===== config.mk =====
export PLATFORM = sky130hd
export DESIGN_NAME = if_stage
export DESIGN_NICKNAME = d
export VERILOG_FILES = /design/src/rtl/pipe_pkg.sv /design/src/rtl/if_id_reg.sv /design/src/rtl/if_stage.sv
export SDC_FILE = /design/constraint.sdc
export NUM_CORES = 1
export LEC_CHECK = 0
export CAP_MARGIN = 20
export CELL_PAD_IN_SITES_DETAIL_PLACEMENT = 0
export CELL_PAD_IN_SITES_GLOBAL_PLACEMENT = 2
export CORE_AREA = 2 2 178 180
export CTS_CLUSTER_DIAMETER = 30
export DETAILED_ROUTE_END_ITERATION = 10
export DIE_AREA = 0 0 180 182
export GPL_ROUTABILITY_DRIVEN = 0
export PLACE_DENSITY = 0.75
export SLEW_MARGIN = 10
export SYNTH_ARGS = -nofsm -noshare
export SYNTH_HDL_FRONTEND = slang
export SYNTH_SLANG_ARGS = --single-unit

===== constraint.sdc =====
create_clock -name clk_i -period 6.5 [get_ports clk_i]
set_input_delay 1.95 -clock clk_i [delete_from_list [all_inputs] [get_ports clk_i]]
set_output_delay 1.95 -clock clk_i [all_outputs]
set_load 0.02 [all_outputs]

===== src/rtl/pipe_pkg.sv =====
`default_nettype none
// ============================================================================
// Module      : pipe_pkg
// Description : Shared pipeline constants and the IF/ID bundle type.
// Revision    : 1.0 - initial release
// ============================================================================
package pipe_pkg;

    localparam int          c_DATA_W    = 32;
    localparam logic [31:0] c_RESET_PC  = 32'h0000_0000;
    localparam logic [31:0] c_NOP_INSTR = 32'h0000_0000;

    // One IF/ID pipeline slot: fetched word, its PC+4, and a real/bubble flag.
    typedef struct packed {
        logic [c_DATA_W-1:0] instr;
        logic [c_DATA_W-1:0] pc4;
        logic                valid;
    } ifid_t;

    // Contents of the slot when it carries no instruction.
    localparam ifid_t c_IFID_BUBBLE = '{instr: c_NOP_INSTR, pc4: '0, valid: 1'b0};

endpackage
`default_nettype wire


===== src/rtl/if_id_reg.sv =====
`default_nettype none
// ============================================================================
// Module      : if_id_reg
// Description : IF/ID pipeline register with load-enable (hold when low)
//               and clear (insert bubble). Clear beats enable.
// Revision    : 1.0 - initial release
// ============================================================================
module if_id_reg
    import pipe_pkg::*;
(
    input  logic  clk,
    input  logic  rst,
    input  logic  i_en,
    input  logic  i_clear,
    input  ifid_t i_d,
    output ifid_t o_q
);

    ifid_t r_q;

    // Slot update: reset/clear load a bubble, enable loads the new fetch, else hold.
    always_ff @(posedge clk) begin
        if (rst) begin
            r_q <= c_IFID_BUBBLE;
        end else if (i_clear) begin
            r_q <= c_IFID_BUBBLE;
        end else if (i_en) begin
            r_q <= i_d;
        end
    end

    assign o_q = r_q;

endmodule
`default_nettype wire


===== src/rtl/if_stage.sv =====
`default_nettype none
// ============================================================================
// Module      : if_stage
// Description : Instruction-fetch stage. Owns the PC, drives the instruction
//               memory address, fills the IF/ID register, and keeps
//               saturating fetch/stall performance counters.
//               Priority each cycle: reset > redirect > stall > fetch.
// Revision    : 1.0 - initial release
// ============================================================================
module if_stage
    import pipe_pkg::*;
#(
    parameter logic [31:0] RESET_PC = c_RESET_PC,
    parameter int          CNT_W    = 32
) (
    input  logic             clk_i,
    input  logic             rst_i,
    input  logic             stall_i,
    input  logic             branch_taken_i,
    input  logic [31:0]      branch_target_i,
    output logic [31:0]      imem_addr_o,
    input  logic [31:0]      imem_instr_i,
    output logic [31:0]      ifid_instr_o,
    output logic [31:0]      ifid_pc4_o,
    output logic             ifid_valid_o,
    output logic [CNT_W-1:0] fetch_cnt_o,
    output logic [CNT_W-1:0] stall_cnt_o
);

    localparam logic [CNT_W-1:0] c_CNT_MAX = {CNT_W{1'b1}};
    localparam logic [CNT_W-1:0] c_CNT_ONE = {{(CNT_W-1){1'b0}}, 1'b1};

    logic [31:0]      r_pc;
    logic [CNT_W-1:0] r_fetch_cnt;
    logic [CNT_W-1:0] r_stall_cnt;

    logic [31:0] w_pc4;
    logic        w_fetch;
    logic        w_stall_cnt_en;
    logic [31:0] w_target;
    logic        w_unused_tgt_bits;
    ifid_t       w_ifid_d;
    ifid_t       w_ifid_q;

    // Redirect wins over stall, so a stall only counts when no redirect is present.
    assign w_pc4          = r_pc + 32'd4;
    assign w_fetch        = !branch_taken_i && !stall_i;
    assign w_stall_cnt_en = stall_i && !branch_taken_i;
    // Targets are forced word-aligned; the low bits are deliberately dropped.
    assign w_target          = {branch_target_i[31:2], 2'b00};
    assign w_unused_tgt_bits = ^branch_target_i[1:0];

    // PC register: redirect, hold on stall, otherwise advance by one word.
    always_ff @(posedge clk_i) begin
        if (rst_i) begin
            r_pc <= RESET_PC;
        end else if (branch_taken_i) begin
            r_pc <= w_target;
        end else if (!stall_i) begin
            r_pc <= w_pc4;
        end
    end

    // Saturating performance counters for accepted fetches and stall cycles.
    always_ff @(posedge clk_i) begin
        if (rst_i) begin
            r_fetch_cnt <= '0;
            r_stall_cnt <= '0;
        end else begin
            if (w_fetch && (r_fetch_cnt != c_CNT_MAX)) begin
                r_fetch_cnt <= r_fetch_cnt + c_CNT_ONE;
            end
            if (w_stall_cnt_en && (r_stall_cnt != c_CNT_MAX)) begin
                r_stall_cnt <= r_stall_cnt + c_CNT_ONE;
            end
        end
    end

    // Next IF/ID contents for a normal fetch.
    always_comb begin
        w_ifid_d       = c_IFID_BUBBLE;
        w_ifid_d.instr = imem_instr_i;
        w_ifid_d.pc4   = w_pc4;
        w_ifid_d.valid = 1'b1;
    end

    if_id_reg u_if_id_reg (
        .clk     (clk_i),
        .rst     (rst_i),
        .i_en    (w_fetch),
        .i_clear (branch_taken_i),
        .i_d     (w_ifid_d),
        .o_q     (w_ifid_q)
    );

    assign imem_addr_o  = r_pc;
    assign ifid_instr_o = w_ifid_q.instr;
    assign ifid_pc4_o   = w_ifid_q.pc4;
    assign ifid_valid_o = w_ifid_q.valid;
    assign fetch_cnt_o  = r_fetch_cnt;
    assign stall_cnt_o  = r_stall_cnt;

endmodule
`default_nettype wire


==> summary.txt, run 1 <==
Initial antenna violation count: 2
Busiest layer in global routing: met2
I/O pin count: 229
Max-cap viol count: 0
Met2 Track Usage GR: 0.2374
DPL Wire Length: 17450 µm
Flops & latches, synth: 157
Top-area cell type share of the netlist area: 0.4140
CP Capture Type: flip-flop
Asr flop ratio synth: 0
Clock tree sinks: 157
Avg WL per Cell: 16.86 µm
Post-CTS setup buffer count: 0
Gate power share: 0.103
Worst min path class: reg2reg
Setup violations, final: 0
First-pass DRT Iterations: 4
Maximum number of pins on one net before global-route repair: 52
Simple-gate portion of the synthesized area: 0.2655
FP Rows: 65
Final slew viol count: 0
Chip Height: 182 µm
Slew Limit Headroom: 0.5375
Nets@finish: 1154
Synthesis-to-finish area growth: 42.03%
Post-Synth XOR/XNOR Area: 0.07038
Status: complete, no violations
Final WS setup: 2324 ps
Type of origin of the critical path: input port
Synthesized cell area: 0.007591 mm²
Hold-fix buffers at CTS: 0
CP Class: in2reg
Port bufs: 222
Clock power share: 0.465
Yosys top cell by area: dfxtp_1
Number of CTS-inserted buffers: 17
Pre-CTS WS: 1855 ps
Commonest non-fill, non-tap cells in the layout: clkdlybuf4s50_1 (220), dfxtp_1 (157), nor2_1 (105)
Crit Path Max Fanout: 17
Antenna-violating nets left: 0
Final hold vios: 0
Die footprint: 0.03276 mm²
H-Tree Depth: 4
M1 GR Usage: 0.2057
Vias per std cell: 4.815
Placed Area: 0.01013 mm²
RSZ-0062 raised after global routing: false
Post-CTS sizing: 0
Die span in x: 180 µm
Final Instance Area: 0.01078 mm²
Synth Flop Type: dfxtp_1
Sw frac: 0.2488
Cell count after synthesis: 887
Multiplexer share of the synthesized area: 0.05687
Vias in the first global route: 6884
Main area contributors after synthesis: dfxtp_1 (41%), nor2_1 (5.2%), mux2i_1 (4.7%), a21oi_1 (4.5%), xnor2_1 (3.9%)
Internal power: 1.776 mW
Clk buf depth: 2
Syn_area_per_cell: 8.558 µm²
Reg power frac: 0.432
Synth Area in Compound Gates: 0.1431
Initial Util: 0.2450
CTS tree: yes
Layout cells sized above 1: 0.06575
Synth Area in Adders: 0.004945
Actual slew at the worst max-slew pin: 692.2 ps
M3 GR Usage: 0.04192
Most common cell after layout, fill and taps aside: clkdlybuf4s50_1
Power Dens Cells: 219.2 mW/mm²
Root Driver: clkbuf_16
Crit path DAT: 4540 ps
Sw power: 588.2 µW
Largest family of logic cells by synthesized area: simple AND/OR/NAND/NOR gates
CP required: 6860 ps
Synth warn: 0
Post-synth EDFFs: 0
Sequential area share after synthesis: 0.4140
Core Area: 0.03099 mm²
Final WL: 25270 µm
Post-synth cell types: 68
IR drop worst, VDD: 0.0001398 V
Drt first-iter violations: 361
CTS clk-pin slew, worst paths: 60 ps
DR DRC count: 0
Via count: 7217
First-pass GRT wire length: 39800 µm
Setup TNS: 0 ps
Tmin final: 4176 ps
FMAX: 239.5 MHz
Tot GR Track Use: 0.1529
Final Cycle Share: 0.6425
Total gr overflow: 0
Final Skew: 12.23 ps
LEAKAGE: 3.546 nW
Worst skew pair latency: 430 ps
## metrics by stage
stage	hold WS [ps]	power (mW)	util	cells
final	444.5	2.364	0.3480	1499
after global routing	473.6	2.466	0.3480	1499
after CTS	450.5	2.401	0.3474	1496
after detailed placement	439.7	1.289	0.3270	1465
after global placement	434.1	1.288	0.3270	1465
after floorplan	522.2	1.163	-	890
## cell families (layout without fill, tap and decap cells)
logic type	Yosys count	in the layout
multiplexers	42	42
flip-flops	157	157
XOR/XNOR	61	61
AND/OR/NAND/NOR	364	364
other	1	6
buffers and inverters	76	281
AO/OA/AOI/OAI	183	183
adder cells (fa/ha/maj)	3	3
## registers in the layout, indices dropped and copies added, names as in the netlist
| name | flops |
|---|---|
| stall_cnt_o | 32 |
| fetch_cnt_o | 32 |
| u_if_id_reg.o_q | 63 |
| imem_addr_o | 30 |
## worst max-delay path, cell delays in order
cell and delay, ps:
clkdlybuf4s50_1 390, buf_4 210, nand2b_1 370, nor4_2 640, nand2_2 290, or4_1 530
a21oi_1 150
## path summary, 6_finish.rpt
kind / endpoint / depth (start not counted) / start / slack (ps)
hold / removal: u_if_id_reg.o_q[0]$_SDFFE_PP0P_ / 2 / u_if_id_reg.o_q[0]$_SDFFE_PP0P_ / 440
setup / recovery: stall_cnt_o[25]$_SDFFE_PP0P_ / 7 / branch_taken_i / 2320
setup reg to reg: stall_cnt_o[15]$_SDFFE_PP0P_ / 7 / stall_cnt_o[1]$_SDFFE_PP0P_ / 3710
hold reg to reg: u_if_id_reg.o_q[0]$_SDFFE_PP0P_ / 2 / u_if_id_reg.o_q[0]$_SDFFE_PP0P_ / 440
## routing by layer
layer | up-vias | part of all wire
li1 | 3596 | -
met1 | 3428 | 0.48
met2 | 171 | 0.45
met3 | 22 | 0.057
met4 | 0 | 0.015
met5 | - | 0
## power groups by stage
stage	clock, mW	sequential (mW)	combinational (mW)
final	1.10	1.02	0.243
after floorplan	0	1.06	0.0979
after global routing	1.18	1.03	0.263
after global placement	0	1.04	0.246
after CTS	1.13	1.02	0.247
after detailed placement	0	1.04	0.246
## synth_stat cells (all sizes together) (8+ instances only)
master,instances
a211oi,27
nor2b,8
and4,8
or4,17
nand2,55
xnor2,34
o21ai,53
inv,15
clkbuf,37
nand3,35
nand4,31
nor4,18
a21oi,69
o31ai,13
nor3,19
nor2,106
xor2,27
or3,34
mux2i,36
buf,23
dfxtp,157
## area by class of cell
class	count	area [µm²]
tap	402	503.0
clock buffer	20	466.7
multi-input combinational	657	4128
timing repair buffer	234	2311
sequential	157	3143
fill	3229	20200
clock inverter	11	165.2
antenna	2	5.005
inverter	16	60.06
Power figures use the tool's default switching activity.
==> run 2: changes to the inputs <==
==> constraint.sdc (replaced) <==
create_clock -name clk_i -period 4.15 [get_ports clk_i]
set_input_delay 1.245 -clock clk_i [delete_from_list [all_inputs] [get_ports clk_i]]
set_output_delay 1.245 -clock clk_i [all_outputs]
set_load 0.02 [all_outputs]
==> run 2 against run 1 <==
  * Register-to-register slack worse by 2200 ps
  * Worst setup slack worse by 1500 ps
  * Sequential cell count unchanged
  * Critical path depth down 1
  * Largest power group unchanged
==> summary.txt, run 2 (same netlist as run 1, synthesis figures left out) <==
Status: complete, no violations
Maximum number of pins on one net before global-route repair: 63 (+21%)
Die footprint: 0.03276 mm² (unchanged)
H-Tree Depth: 4 (unchanged)
Placed Area: 0.01021 mm² (+0.72%)
Avg WL per Cell: 16.81 µm (-0.25%)
Largest register FFs: 63 (unchanged)
Antenna-violating nets left: 0 (unchanged)
CP Capture Type: flip-flop
DR WL met2: 11530 µm (+1.1%)
Tmin final: 3374 ps
I/O pin count: 229 (unchanged)
Final core occ: 0.3512 (+0.003230)
Vias in the first global route: 7160 (+4.0%)
Nets@finish: 1161 (+0.61%)
Register area: 0.003143 mm² (unchanged)
Post-CTS setup buffer count: 0 (unchanged)
Number of CTS-inserted buffers: 17 (unchanged)
First-pass DRT Iterations: 4 (unchanged)
Slowest stage delay, CP: 650 ps (about the same)
CP required: 4500 ps (-2360 ps)
Initial Util: 0.2450 (unchanged)
Critical-path top delay cell: clkdlybuf4s50_1
CTS tree: yes
Final slew viol count: 0 (unchanged)
First-pass GRT wire length: 40590 µm (+2.0%)
Crit Path Max Fanout: 12 (-5)
Slew Limit Headroom: 0.4843 (-0.05325)
CTS clk-pin slew, worst paths: 60 ps (about the same)
Root Driver: clkbuf_16
Commonest non-fill, non-tap cells in the layout: clkdlybuf4s50_1 (220), dfxtp_1 (157), nor2_1 (105)
Antenna cells: 0 (-2)
Setup violations, final: 0 (unchanged)
Clk buf depth: 2 (unchanged)
Final WL: 25310 µm (+0.15%)
Final hold vios: 0 (unchanged)
CP delay by family, top: simple AND/OR/NAND/NOR gates
Crit path DAT: 3730 ps (-810 ps)
CP Class: in2reg
Core Area: 0.03099 mm² (unchanged)
LEAKAGE: 3.608 nW (+1.7%)
Worst min path class: reg2reg
Final WS setup: 775.8 ps (-1548 ps)
FMAX: 296.4 MHz
Max-cap viol count: 0 (unchanged)
Initial antenna violation count: 0 (-2)
Via count: 7247 (+0.42%)
Final Cycle Share: 0.8131
Top layer in use: met4
Fill cells: 3183 (-1.4%)
RSZ-0062 raised after global routing: false
Final Skew: 9.715 ps (-2.513 ps)
Hold-fix buffers at CTS: 0 (unchanged)
Vias per std cell: 4.815 (about the same)
Drt first-iter violations: 390 (+8.0%)
Type of origin of the critical path: input port
Layout cells sized above 1: 0.07253 (+0.006776)
Most common cell after layout, fill and taps aside: clkdlybuf4s50_1
Port bufs: 222 (unchanged)
Actual slew at the worst max-slew pin: 767.8 ps (+75.60 ps)
IR drop worst, VDD: 0.0002444 V (+75%)
Final Instance Area: 0.01088 mm² (+0.93%)
Tot GR Track Use: 0.1549 (+0.001916)
Chip Height: 182 µm (unchanged)
Pre-CTS WS: 318.7 ps (-1536 ps)
Worst Path Buf+Inv: 1 (-1)
M1 WL: 12080 µm (+0.44%)
Met3 routed WL: 1451 µm (unchanged)
Die span in x: 180 µm (unchanged)
DPL Wire Length: 17810 µm (+2.1%)
DR DRC count: 0 (unchanged)
Worst skew pair latency: 440 ps (about the same)
FP Rows: 65 (unchanged)
Post-CTS sizing: 0 (unchanged)
Total gr overflow: 0 (unchanged)
Power Dens Cells: 349.3 mW/mm² (+59%)
Synthesis-to-finish area growth: 43.35%
Clock tree sinks: 157 (unchanged)
Setup TNS: 0 ps (unchanged)
Multi-input gate area: 0.004128 mm² (unchanged)
Critical-path cell list: clkdlybuf4s50_1, nand2b_1, nor4_2, nand2_2, or4_1, a21oi_1
run 2: worst paths after layout:
check                                       start  slack, ps  cells after the start                         endpoint
setup / recovery                   branch_taken_i        780                      6     stall_cnt_o[23]$_SDFFE_PP0P_
hold / removal    u_if_id_reg.o_q[0]$_SDFFE_PP0P_        450                      2  u_if_id_reg.o_q[0]$_SDFFE_PP0P_
setup reg to reg      stall_cnt_o[0]$_SDFFE_PP0P_       1520                      7     stall_cnt_o[19]$_SDFFE_PP0P_
hold reg to reg   u_if_id_reg.o_q[0]$_SDFFE_PP0P_        450                      2  u_if_id_reg.o_q[0]$_SDFFE_PP0P_
run 2: area by class of cell:
| type | count | share of cell area |
|---|---|---|
| multi-input combinational | 657 | 0.3793 |
| sequential | 157 | 0.2888 |
| timing repair buffer | 241 | 0.2180 |
| tap | 402 | 0.04622 |
| clock buffer | 20 | 0.04289 |
| clock inverter | 12 | 0.01920 |
| inverter | 16 | 0.005519 |
run 2: worst register-to-register path, delay by kind of cell (launching register included):
kind / cells / cell delay (ps)
buffers and inverters: 2 / 420
DFF: 1 / 440
adders and majority gates: 1 / 240
AOI/OAI and AO/OA: 1 / 60
and+or+nand+nor: 3 / 1330
run 2: metrics by stage:
step / hold slack (ps) / total power [mW] / cells
after floorplan: 522.2 / 1.821 / 890
after global placement: 435.6 / 2.022 / 1473
after detailed placement: 436.7 / 2.023 / 1473
after CTS: 446.6 / 3.864 / 1505
after global routing: 462.6 / 3.968 / 1505
final: 445.2 / 3.801 / 1505
run 2: where the power goes:
| part | switching, mW | total (mW) | internal, mW |
|---|---|---|---|
| Clock | 0.695 | 1.82 | 1.12 |
| Combinational | 0.199 | 0.387 | 0.188 |
| Sequential | 0.0488 | 1.60 | 1.55 |
| Total | 0.942 | 3.80 | 2.86 |
run 2: metal layers:
layer,GRT usage,vias to the layer above
met5,0,-
met3,0.04533,15
met1,0.2061,3467
li1,-,3604
met4,0.03902,0
met2,0.2455,161
